`src/rtl/i2c_write_sequencer.sv`:
```
// I2C write sequencer: on a synchronised start_bar press, issues START + address + payload bytes + STOP
// to a byte-level I2C controller. Optional NACK retry is enabled with macro I2C_SEQ_RETRY_EN.
module i2c_write_sequencer #(
    parameter int         SEQ_LEN   = 3,
    parameter logic [6:0] DEV_ADDR  = 7'h50,
    parameter int         MAX_RETRY = 3
) (
    input  logic                       clk,
    input  logic                       reset,
    input  logic                       start_bar,
    input  logic [8*(SEQ_LEN-1)-1:0]   payload,
    output logic                       cmd_valid,
    input  logic                       cmd_ready,
    output logic [7:0]                 cmd_data,
    output logic                       cmd_start,
    output logic                       cmd_stop,
    input  logic                       rsp_valid,
    input  logic                       rsp_nack,
    output logic                       busy,
    output logic                       done,
    output logic                       indicate_ack_received_bar,
    output logic                       indicate_nack_received_bar,
    output logic [7:0]                 display
);

    // state    | meaning
    // IDLE     | waiting for a start event
    // ISSUE    | command presented, waiting for cmd_ready
    // WAIT_RSP | command accepted, waiting for ACK/NACK
    // FINISH   | one-cycle done pulse, indicators updated
    typedef enum logic [1:0] {IDLE, ISSUE, WAIT_RSP, FINISH} state_t;

    localparam logic [3:0] LAST_IDX    = 4'(SEQ_LEN - 1);
    localparam logic [3:0] RETRY_LIMIT = (MAX_RETRY > 14) ? 4'd14 : 4'(MAX_RETRY);
`ifdef I2C_SEQ_RETRY_EN
    localparam bit RETRY_EN = 1'b1;
`else
    localparam bit RETRY_EN = 1'b0;
`endif

    state_t                   state_q;
    logic [8*(SEQ_LEN-1)-1:0] cap_q;
    logic [3:0]               idx_q;
    logic [3:0]               attempt_q;
    logic [3:0]               ack_q;

    logic       sync_1, sync_2, sync_2_d;
    logic [2:0] settle;
    logic       start_evt;

    function automatic logic [3:0] sat_inc(input logic [3:0] v);
        return (v == 4'hF) ? v : v + 4'd1;
    endfunction

    // settle[2] marks sync_2_d as holding a real sample, so a button held
    // through reset release cannot look like a falling edge.
    always_ff @(posedge clk or posedge reset) begin
        if (reset) begin
            sync_1    <= 1'b1;
            sync_2    <= 1'b1;
            sync_2_d  <= 1'b1;
            settle    <= 3'b000;
            start_evt <= 1'b0;
        end else begin
            sync_1    <= start_bar;
            sync_2    <= sync_1;
            sync_2_d  <= sync_2;
            settle    <= {settle[1:0], 1'b1};
            start_evt <= settle[2] & sync_2_d & ~sync_2;
        end
    end

    assign display = {attempt_q, ack_q};

    always_ff @(posedge clk or posedge reset) begin
        if (reset) begin
            state_q                    <= IDLE;
            cap_q                      <= '0;
            idx_q                      <= 4'd0;
            attempt_q                  <= 4'd0;
            ack_q                      <= 4'd0;
            cmd_valid                  <= 1'b0;
            cmd_data                   <= 8'h00;
            cmd_start                  <= 1'b0;
            cmd_stop                   <= 1'b0;
            busy                       <= 1'b0;
            done                       <= 1'b0;
            indicate_ack_received_bar  <= 1'b1;
            indicate_nack_received_bar <= 1'b1;
        end else begin
            case (state_q)
                IDLE: begin
                    done <= 1'b0;
                    if (start_evt) begin
                        cap_q     <= payload;
                        idx_q     <= 4'd0;
                        attempt_q <= 4'd1;
                        ack_q     <= 4'd0;
                        busy      <= 1'b1;
                        cmd_valid <= 1'b1;
                        cmd_data  <= {DEV_ADDR, 1'b0};
                        cmd_start <= 1'b1;
                        cmd_stop  <= 1'b0;
                        state_q   <= ISSUE;
                    end
                end
                ISSUE: begin
                    if (cmd_ready) begin
                        cmd_valid <= 1'b0;
                        cmd_start <= 1'b0;
                        cmd_stop  <= 1'b0;
                        state_q   <= WAIT_RSP;
                    end
                end
                WAIT_RSP: begin
                    if (rsp_valid && !rsp_nack) begin
                        ack_q <= sat_inc(ack_q);
                        if (idx_q == LAST_IDX) begin
                            done                       <= 1'b1;
                            indicate_ack_received_bar  <= 1'b0;
                            indicate_nack_received_bar <= 1'b1;
                            state_q                    <= FINISH;
                        end else begin
                            // payload byte k lives at bit 8*(k-1); k = idx_q + 1
                            idx_q     <= idx_q + 4'd1;
                            cmd_valid <= 1'b1;
                            cmd_data  <= cap_q[8*int'(idx_q) +: 8];
                            cmd_start <= 1'b0;
                            cmd_stop  <= ((idx_q + 4'd1) == LAST_IDX);
                            state_q   <= ISSUE;
                        end
                    end else if (rsp_valid && rsp_nack) begin
                        if (RETRY_EN && (attempt_q <= RETRY_LIMIT)) begin
                            attempt_q <= sat_inc(attempt_q);
                            idx_q     <= 4'd0;
                            ack_q     <= 4'd0;
                            cmd_valid <= 1'b1;
                            cmd_data  <= {DEV_ADDR, 1'b0};
                            cmd_start <= 1'b1;
                            cmd_stop  <= 1'b0;
                            state_q   <= ISSUE;
                        end else begin
                            // controller issues STOP itself after a NACK
                            done                       <= 1'b1;
                            indicate_ack_received_bar  <= 1'b1;
                            indicate_nack_received_bar <= 1'b0;
                            state_q                    <= FINISH;
                        end
                    end
                end
                FINISH: begin
                    done    <= 1'b0;
                    busy    <= 1'b0;
                    state_q <= IDLE;
                end
                default: state_q <= IDLE;
            endcase
        end
    end

endmodule

```
`config.mk`:
```
export PLATFORM = sky130hd
export DESIGN_NAME = i2c_write_sequencer
export DESIGN_NICKNAME = d
export VERILOG_FILES = /design/src/rtl/i2c_write_sequencer.sv
export SDC_FILE = /design/constraint.sdc
export NUM_CORES = 1
export LEC_CHECK = 0
export BUFFER_PORTS_ARGS = -buffer_cell sky130_fd_sc_hd__buf_2
export CAP_MARGIN = 20
export CELL_PAD_IN_SITES_DETAIL_PLACEMENT = 1
export CELL_PAD_IN_SITES_GLOBAL_PLACEMENT = 2
export CORE_UTILIZATION = 32
export DETAILED_ROUTE_END_ITERATION = 12
export PLACE_DENSITY = 0.77
export SYNTH_ARGS = -nofsm -noshare
export SYNTH_HDL_FRONTEND = slang
export SYNTH_SLANG_ARGS = --single-unit
```
`constraint.sdc`:
```
create_clock -name clk -period 1.7 [get_ports clk]
set_input_delay 0.085 -clock clk [delete_from_list [all_inputs] [get_ports clk]]
set_output_delay 0.085 -clock clk [all_outputs]
set_load 0.01 [all_outputs]
```
==> flow_summary.toml <==
[timing]
min_period_over_period_pct = 97.8
rsz0062_at_grt = "true"
fin_crit_ps = 1660
finClkSkew_ps = 4.23
slew_viol_final = 0
hold_violations = 0
setup_viol = 0
fin_ws_ps = 37.9
fmax_mhz = 602

[placed_design]
dp_slack_ps = 2.08
place_congestion = 0.757
io_buffers = 41
hpwl_um = 3820

[worst_setup_path]
reg2regPathDepth = 6
end_kind = "flip-flop"
reg2reg_from = "idx_q[0]"
worst-path-max-fanout = 6
required_ps = 1900
r2r_slack_ps = 40
cp.arrival_ps = 1860
critPathKind = "flip-flop to flip-flop"
worst_r2r_endpoint = "cmd_data[6]"
crit_path_start_kind = "flip-flop"

[hold_path]
hold_depth = 2
min_path_type = "input port to flip-flop"
min_from = "payload[11]"
whs_endpoint = "cap_q[11]"

[synthesis]
synthFlopType = "dfrtp_1"
synth-async-reset-ratio_pct = 100
synthesis.area_um2 = 2400
syn-mean-instance-area_um2 = 11.8
ys_types = 42
synth_edf_count = 0
synth_cells = 204
yosys_register_bits = 49
yosys_warnings = 0
yosysSeqAreaShare_pct = 51.2

[cells_and_area]
n_antenna_cell = 0
nNetsFinal = 312
utilization_pct = 44.2
final_cell_mix = "dfrtp_1 (42), buf_2 (41), mux2_2 (24)"
multi_input_area_um2 = 1180
areaGrowthSynthToFinish_pct = 33.2
fill_cells = 811
layout-drive-gt1-share_pct = 44.1
final_common_cell = "dfrtp_1"
seq_area_um2 = 1230

[floorplanning]
core.rowCount = 31
start_util_pct = 33.2
core_um2 = 7250
chipWidth_um = 88.7
die_h_um = 88.7
ios = 45
die_area_um2 = 7870

[global_routing]
grt_antenna_before_repair = 0
grt_pass1_wl_um = 8720
grt_pass1_vias = 1858
globalRoute.totalOverflow = 0
grtUsageTotal_pct = 14.7
grt_max_degree = 31

[run_status]
outcome = "finished, final reports clean"

[detailed_routing]
wl_um = 5290
ant_nets = 0
vias = 1775
post_drt_wl_per_cell_um = 13.9
drtPass1Iterations = 4
drtIter0Drc = 33
viasPerCell = 4.67
drc_errors = 0

[power]
p_per_area_nw_per_um2 = 1600
p_switching_w = 0.00187
irDropWorstVdd_mv = 0.527
sequentialPowerShare_pct = 36.6
power_frac_clock_pct = 14.7
total_power_w = 0.00512
pwr-share-comb_pct = 48.7
leakage_nw = 1.46
sw_frac_of_total_pct = 36.5
p_int_w = 0.00325

[cts]
root_buffer = "clkbuf_8"
clock-sinks = 49
cts-buffers-inserted = 5
h-tree-depth = 2
cts_tree = "yes"
path_clk_slew_ps = 90
clk-insertion-delay-late_ps = 310
cts_buffer_depth = 2

[flow_run]
drv_cap = 0
==> cell families after synthesis <==
logic type               count (synthesis)  share of synthesized area, %
flip-flops                              49                          51.2
buffers and inverters                   16                          3.49
AO/OA/AOI/OAI                           43                          11.7
multiplexers                            35                          16.1
adder cells (fa/ha/maj)                 10                          5.20
AND/OR/NAND/NOR                         49                          12.0
other                                    2                         0.312
==> metal layers <==
metal	wire (um)	track usage (%)	up-vias
li1	-	-	869
met1	2410	19.2	863
met2	2580	23.9	35
met3	233	3.92	8
met4	74	4.40	0
met5	0	0	-
==> layout make-up <==
class / count / area share, %
Clock buffer: 6 / 2.58
Clock inverter: 2 / 0.547
Inverter: 8 / 0.937
Multi-Input combinational cell: 141 / 36.8
Sequential cell: 49 / 38.5
Tap cell: 99 / 3.87
Timing Repair Buffer: 75 / 16.7
==> synth_stat cells (2+ instances only) <==
| cell | count | share of area (%) |
|---|---|---|
| a21oi_1 | 9 | 1.9 |
| a221oi_1 | 2 | 0.73 |
| a22o_1 | 6 | 2.2 |
| a31oi_1 | 2 | 0.52 |
| buf_2 | 4 | 0.83 |
| buf_4 | 3 | 0.94 |
| conb_1 | 2 | 0.31 |
| dfrtp_1 | 44 | 46 |
| dfstp_2 | 5 | 5.5 |
| ha_1 | 10 | 5.2 |
| inv_1 | 8 | 1.2 |
| mux2_2 | 26 | 12 |
| mux2i_1 | 8 | 3.3 |
| nand2_1 | 10 | 1.6 |
| nand2_2 | 2 | 0.52 |
| nand2b_1 | 6 | 1.6 |
| nand3_1 | 3 | 0.62 |
| nor2_1 | 10 | 1.6 |
| nor2b_1 | 4 | 1.0 |
| nor3_1 | 4 | 0.83 |
| nor3b_1 | 2 | 0.62 |
| o21ai_0 | 11 | 2.3 |
| o21ai_1 | 2 | 0.42 |
| o31ai_1 | 2 | 0.62 |
| or2_2 | 2 | 0.52 |
==> sequential cells by signal, indices dropped and copies added (netlist names) <==
name and cells:
cmd_data 8, state_q 2, done 1, indicate_nack_received_bar 1
sync_1 1, cmd_stop 1, cmd_valid 1, busy 1
settle 3, cap_q 16, sync_2 1, attempt_q 1
cmd_start 1, sync_2_d 1, start_evt 1, ack_q 4
idx_q 4, indicate_ack_received_bar 1
==> critical path, stage by stage, from the launching register on <==
cell     delay (ps)
dfrtp_2         450
inv_2            70
ha_4            120
nor3b_4         290
o21ai_2         140
nand3_4         140
mux2_2          340
==> per-stage QoR <==
step	area [um^2]	std cells	setup TNS [ps]	hold WS, ps
2_1_floorplan	2420	206	0	89.5
3_3_place_gp	2850	354	0	124
3_5_place_dp	2850	354	0	133
4_1_cts	3120	378	0	1.97
5_1_grt	3200	380	-329	5.31
6_report	3200	380	0	8.23
==> worst max path at each step <==
stage                     slack [ps]           to  startpoint
after detailed placement           2  cmd_data[6]    idx_q[0]
after floorplan                    6  cmd_data[0]    idx_q[0]
after CTS                          2    cmd_start  state_q[1]
after global routing             -60  cmd_data[1]    idx_q[0]
final                             40  cmd_data[6]    idx_q[0]
after global placement            20     ack_q[1]  state_q[1]
==> power by group through the flow <==
stage | logic [W] | clock network (W) | registers, W
finish | 0.00249 | 0.000755 | 0.00188
global route | 0.00280 | 0.000825 | 0.00194
CTS | 0.00234 | 0.000797 | 0.00188
detailed placement | 0.00225 | 0 | 0.00190
global placement | 0.00222 | 0 | 0.00187
floorplan | 0.00142 | 0 | 0.00193
==> repair_timing <==
action	4_1_cts	5_1_grt
endpoints found under the hold margin	28	0
hold buffers	15	0
setup buffers	1	2
pin swaps	0	2
resized for setup	3	17
endpoints found under the setup margin	9	17
Power figures use the tool's default switching activity.
